**src/rtl/alu_share_arbiter.sv**
```systemverilog
// Time-shares one combinational ALU between two requesters with a valid/ready
// request side and a per-requester response handshake. Optional ALU_ARB_ROUND_ROBIN_EN.
module alu_share_arbiter #(
  parameter int DATA_WIDTH    = 32,
  parameter int OPCODE_LENGTH = 4
) (
  input  logic                       clk,
  input  logic                       reset,
  input  logic [1:0]                 req_valid,
  output logic [1:0]                 req_ready,
  input  logic [2*OPCODE_LENGTH-1:0] req_op,
  input  logic [2*DATA_WIDTH-1:0]    req_a,
  input  logic [2*DATA_WIDTH-1:0]    req_b,
  output logic [1:0]                 resp_valid,
  input  logic [1:0]                 resp_ready,
  output logic [DATA_WIDTH-1:0]      resp_data,
  output logic [DATA_WIDTH-1:0]      alu_srca,
  output logic [DATA_WIDTH-1:0]      alu_srcb,
  output logic [OPCODE_LENGTH-1:0]   alu_op,
  input  logic [DATA_WIDTH-1:0]      alu_result,
  output logic                       busy
);

  typedef enum logic [1:0] {IDLE, ISSUE, RESP} state_e;

  state_e                   state_q, state_d;
  logic                     grant_q, grant_d;
  logic                     grant_sel;
  logic                     accept;
  logic [OPCODE_LENGTH-1:0] op_q, op_d;
  logic [DATA_WIDTH-1:0]    a_q, a_d;
  logic [DATA_WIDTH-1:0]    b_q, b_d;
  logic [DATA_WIDTH-1:0]    resp_data_q, resp_data_d;

`ifdef ALU_ARB_ROUND_ROBIN_EN
  logic last_grant_q;

  // Contention goes to whoever did not win last; a lone requester always wins.
  always_comb begin
    if (&req_valid) grant_sel = ~last_grant_q;
    else            grant_sel = ~req_valid[0];
  end

  always_ff @(posedge clk or posedge reset) begin
    if (reset)       last_grant_q <= 1'b1;
    else if (accept) last_grant_q <= grant_sel;
  end
`else
  // Fixed priority: requester 0 wins whenever it is valid.
  assign grant_sel = ~req_valid[0];
`endif

  // NOTE: every signal written here gets a default first, so no path can infer a latch.
  always_comb begin
    state_d     = state_q;
    grant_d     = grant_q;
    op_d        = op_q;
    a_d         = a_q;
    b_d         = b_q;
    resp_data_d = resp_data_q;
    req_ready   = 2'b00;
    accept      = 1'b0;
    unique case (state_q)
      IDLE: begin
        if (|req_valid) begin
          accept               = 1'b1;
          req_ready[grant_sel] = 1'b1;
          grant_d              = grant_sel;
          op_d    = grant_sel ? req_op[2*OPCODE_LENGTH-1:OPCODE_LENGTH] : req_op[OPCODE_LENGTH-1:0];
          a_d     = grant_sel ? req_a[2*DATA_WIDTH-1:DATA_WIDTH]       : req_a[DATA_WIDTH-1:0];
          b_d     = grant_sel ? req_b[2*DATA_WIDTH-1:DATA_WIDTH]       : req_b[DATA_WIDTH-1:0];
          state_d = ISSUE;
        end
      end
      ISSUE: begin
        resp_data_d = alu_result;
        state_d     = RESP;
      end
      RESP: begin
        if (resp_ready[grant_q]) state_d = IDLE;
      end
      default: state_d = IDLE;
    endcase
  end

  // NOTE: state registers use non-blocking assignments so every flop samples pre-edge values.
  always_ff @(posedge clk or posedge reset) begin
    if (reset) begin
      state_q     <= IDLE;
      grant_q     <= 1'b0;
      op_q        <= '0;
      a_q         <= '0;
      b_q         <= '0;
      resp_data_q <= '0;
    end else begin
      state_q     <= state_d;
      grant_q     <= grant_d;
      op_q        <= op_d;
      a_q         <= a_d;
      b_q         <= b_d;
      resp_data_q <= resp_data_d;
    end
  end

  assign alu_srca   = a_q;
  assign alu_srcb   = b_q;
  assign alu_op     = op_q;
  assign resp_data  = resp_data_q;
  assign busy       = (state_q != IDLE);
  assign resp_valid = (state_q == RESP) ? (grant_q ? 2'b10 : 2'b01) : 2'b00;

endmodule

```
**config.mk**
```make
export PLATFORM = sky130hd
export DESIGN_NAME = alu_share_arbiter
export DESIGN_NICKNAME = d
export VERILOG_FILES = /design/src/rtl/alu_share_arbiter.sv
export SDC_FILE = /design/constraint.sdc
export NUM_CORES = 1
export LEC_CHECK = 0
export BUFFER_PORTS_ARGS = -buffer_cell sky130_fd_sc_hd__buf_2
export CAP_MARGIN = 20
export CORE_MARGIN = 2
export CORE_UTILIZATION = 44
export CTS_BUF_LIST = sky130_fd_sc_hd__clkbuf_16
export DETAILED_ROUTE_END_ITERATION = 12
export PLACE_DENSITY = 0.82
export SLEW_MARGIN = 20
export SYNTH_ARGS = -nofsm -noshare
export SYNTH_HDL_FRONTEND = slang
export SYNTH_SLANG_ARGS = --single-unit
export TNS_END_PERCENT = 1
```
**constraint.sdc**
```tcl
create_clock -name clk -period 3.6 [get_ports clk]
set_clock_uncertainty 0.15 [all_clocks]
set_input_delay 0.18 -clock clk [delete_from_list [all_inputs] [get_ports clk]]
set_output_delay 0.18 -clock clk [all_outputs]
set_load 0.1 [all_outputs]
```
After elaboration in Yosys (flattened, before gate mapping)
Cells that the tools add are included.
- output and inout port bits: 105
- flip-flop bits (word level): 103
- logic and storage cells: 34
- bitwise logic cells: 1
- magnitude comparators: 3
- multiplexer cells: 14
- equality and inequality tests: 4
- reduce and logical (&&, ||, !) cells: 6
- operator list (cell ; count):
    two-way mux 32 bit ; 2
    two-way mux 2 bit ; 6
    case mux 2 bit (3 select lines) ; 1
    less-than comparator 1 x 2 -> 1 bit (second input constant) ; 2
    two-way mux 4 bit ; 1
    inequality test 2 bit (second input constant) ; 2
    AND reduction 2 bit ; 2
    two-way mux 1 bit ; 3
    equality test 2 x 1 -> 1 bit (second input constant) ; 1
    equality test 2 bit (second input constant) ; 1
    logical NOT 2 bit ; 1
    nonzero test 2 bit ; 1
    OR reduction 2 bit ; 1
    demux 1 bit (select 1 bit) ; 1
    greater-or-equal comparator 1 bit (second input constant) ; 1
    logical AND 1 bit ; 1
    inverter 1 bit ; 1

Depth between registers and ports, before layout
- depth after elaboration: 7
- mapped depth: 6
- depth with buffers taken out: 3

Least setup slack after synthesis
OpenSTA, ideal clock, no wires.
- kind: reg-to-output
- start point: reg state_q[0]
- end point: out req_ready[1]
- stages on the path, launching flop included: 4
- path slack: 1.386 ns
- required time: 3.270 ns
- data arrival time: 1.884 ns
- path through: dfrtp_1 -> nor2_1 -> nand2_1 -> nor2_1
- cells in the longest elaborated chain, start to end: 2
- RTL lines (item ; RTL line ; text):
    start: declaration ; 26 ; state_e state_q, state_d;
    start signal: assignment ; 96 ; state_q <= state_d;
    logical NOT 2 bit ; 63 ; unique case (state_q)
    two-way mux 2 bit ; 63 ;
    end: declaration ; 10 ; output logic [1:0] req_ready,
Every way passes these cells.

Worst setup path after layout
- start point: reg state_q[0]
- end point: reg b_q[26] (netlist: alu_srcb[26])
- cells in the longest elaborated chain, start to end: 2
- RTL lines (item ; RTL line ; text):
    logical NOT 2 bit ; 63 ;
    AND reduction 2 bit (no line) ; -- ;
    end signal: assignment ; 93 ; b_q <= '0;
    end signal: assignment ; 100 ; b_q <= b_d;
    end: declaration ; 32 ; logic [DATA_WIDTH-1:0] b_q, b_d;
Every way passes these cells.
A chain may end at the register's enable or synchronous reset.

==> summary.txt <==
Clocking
  – Root Buffer: clkbuf_16
  – Clock Tree Buf Depth: 2
  – # clock sinks: 103
  – Cts bufs inserted: 9
  – Post-CTS setup buffer count: 0
  – TritonCTS clock tree: done
  – Htree depth: 3
  – Insertion delay to the later sink of the worst-skew pair: 330 ps
  – Reg clk slew, reported paths: 70 ps

Job
  – Max capacitance violation total: 0

GRT
  – Pin count of the biggest net entering global routing: 86
  – Vias in the first global route: 3866
  – First-pass GRT wire length: 18400 µm
  – Initial antenna violation count: 0
  – Tot GR Track Use: 20.4%
  – GRT Residual Overflow: 0

Floorplanning
  – Num ports: 279
  – Die H: 107 µm
  – Die width: 107 µm
  – Die area: 11500 µm²
  – Core Rows: 37
  – CORE AREA: 10300 µm²
  – Initial Util: 45.5%

Timing
  – Setup violations, final: 0
  – Final Hold Vio Count: 0
  – Final TNS setup: 0 ps
  – Fin Hold WS: 21.1 ps
  – Part of the cycle the worst path needs: 62.7%
  – Worst Tran Pin Value: 991 ps
  – Slew Limit Fails: 0
  – Max Fclk: 443 MHz
  – Max-slew headroom: 33.9%
  – Final Critical Period: 2260 ps
  – RSZ-0062 raised after global routing: false

Synthesis
  – Syn_area_per_cell: 15.3 µm²
  – Mapped Nets: 480
  – Distinct cells, synth: 14
  – Synthesized flop and latch total: 103
  – Cell Area, Synth: 4700 µm²
  – Synthesized instance count: 306
  – Syn. warnings: 0
  – Register area share after synthesis: 54.9%

Setup path
  – Kind of critical path: reg -> reg
  – CP Data Arrival Time: 2320 ps
  – Worst Setup End Kind: flop
  – Family with the most delay on the worst path: compound AO/OA/AOI/OAI gates
  – Worst path max stage delay: 830 ps
  – Critical Path Slowest Stage Cell: o21a_4
  – Crit start category: flop
  – Critical Path RT: 3660 ps
  – CP Buf/Inv Count: 0
  – CP Cell Sequence: nor2_1, o21a_4, mux2_2
  – CP Max Fanout: 69

Drt
  – Via count: 3683
  – Drt first pass iters: 4
  – DRT iter0 DRCs: 85
  – Final ANT Viol Nets: 0
  – WL/cell: 15.8 µm
  – Final WL: 11900 µm
  – Drc violations: 0
  – Vias per cell: 4.88

Status
  – Status: finished clean

Final layout
  – P&R area growth vs syn: 45.3%
  – Fraction of layout cells with a size suffix above 1: 75.7%
  – Final #Nets: 786

Placement
  – DP HPWL: 8620 µm
  – Final GP Congestion: 0.753
  – Count of input and output buffers: 278

Hold path
  – Hold/Removal Path Class: in -> reg
-- layout by cell type (no fill, tap or decap), drive strengths merged --
master and instances:
o21ai 1, and2 1, mux2 169, nor2 4
diode 1, a21oi 1, clkinv 1, dfrtp 103
buf 281, inv 7, bufinv 1, o21a 1
dlygate4sd3 34, nand2b 2, clkbuf 9, clkinvlp 1
nand2 1
-- path summary, 6_finish.rpt --
check | from | to | slack [ps] | depth (start not counted)
worst max register to register | state_q[0] | alu_srcb[26] | 1340 | 3
worst max-delay path | state_q[0] | alu_srcb[26] | 1340 | 3
worst min-delay path | resp_ready[0] | state_q[1] | 20 | 3
max in group asynchronous | reset | alu_srca[14] | 2160 | 4
worst min register to register | alu_srca[3] | alu_srca[3] | 350 | 1
min in group asynchronous | reset | alu_srcb[0] | 380 | 3
-- cells by family (layout without fill, tap and decap cells) --
kind of cell / Yosys count / count (layout) / synth area share [%]
buffers and inverters: 23 / 334 / 2.72
other: 0 / 1 / 0
DFF: 103 / 103 / 54.9
muxes: 169 / 169 / 41.2
AOI/OAI and AO/OA: 3 / 3 / 0.373
and+or+nand+nor: 8 / 8 / 0.799
-- stage by stage --
stage / utilization, % / instances / setup WS, ps / cell area, µm²
2_1_floorplan: - / 306 / 566 / 4700
3_3_place_gp: 59.8 / 703 / 1490 / 6170
3_5_place_dp: 59.8 / 703 / 1400 / 6170
4_1_cts: 66.1 / 753 / 1350 / 6820
5_1_grt: 66.1 / 753 / 1240 / 6820
6_report: 66.1 / 754 / 1340 / 6820
-- worst min-delay path, cell delays in order --
cell     delay [ps]
buf_2            90
mux2_2          140
o21ai_0          60
-- timing repair --
action	4_1_cts	5_1_grt
gates resized for setup	0	0
hold buffers	34	0
endpoints found under the hold margin	85	0
-- area by class of cell --
cell class,instances,area (µm²)
fillers,747,3500
flip-flops and latches,103,2580
multi-input cells,180,2000
repair buffers,315,1750
clock buffers,9,225
well taps,136,170
clock inverters,7,78.8
inverters,3,16.3
diodes,1,2.50
-- registers in the layout (all words and copies together) (netlist names) --
name / cells
alu_srcb: 32
resp_data: 32
alu_srca: 32
alu_op: 4
state_q: 2
grant_q: 1
-- routing by layer --
| layer | share of wire, % | global-route usage, % |
|---|---|---|
| met2 | 53 | 37.6 |
| met3 | 7.0 | 4.78 |
| met4 | 2.6 | 8.07 |
| met5 | 0 | 0 |
| met1 | 37 | 22.6 |
-- cells in the mapped netlist, drive strengths merged --
| master | number | area share (%) |
|---|---|---|
| mux2 | 169 | 41 |
| dfrtp | 103 | 55 |
| buf | 13 | 1.9 |
| clkbuf | 7 | 0.56 |
| nor2 | 4 | 0.32 |
| inv | 3 | 0.24 |
| nand2b | 2 | 0.27 |
| a21oi | 1 | 0.11 |
| and2 | 1 | 0.13 |
| nand2 | 1 | 0.080 |
| o21a | 1 | 0.16 |
| o21ai | 1 | 0.11 |
Power is left out: the tool's default activity adds up to more than one toggle a clock period on the data nets, which glitch-free logic cannot reach.
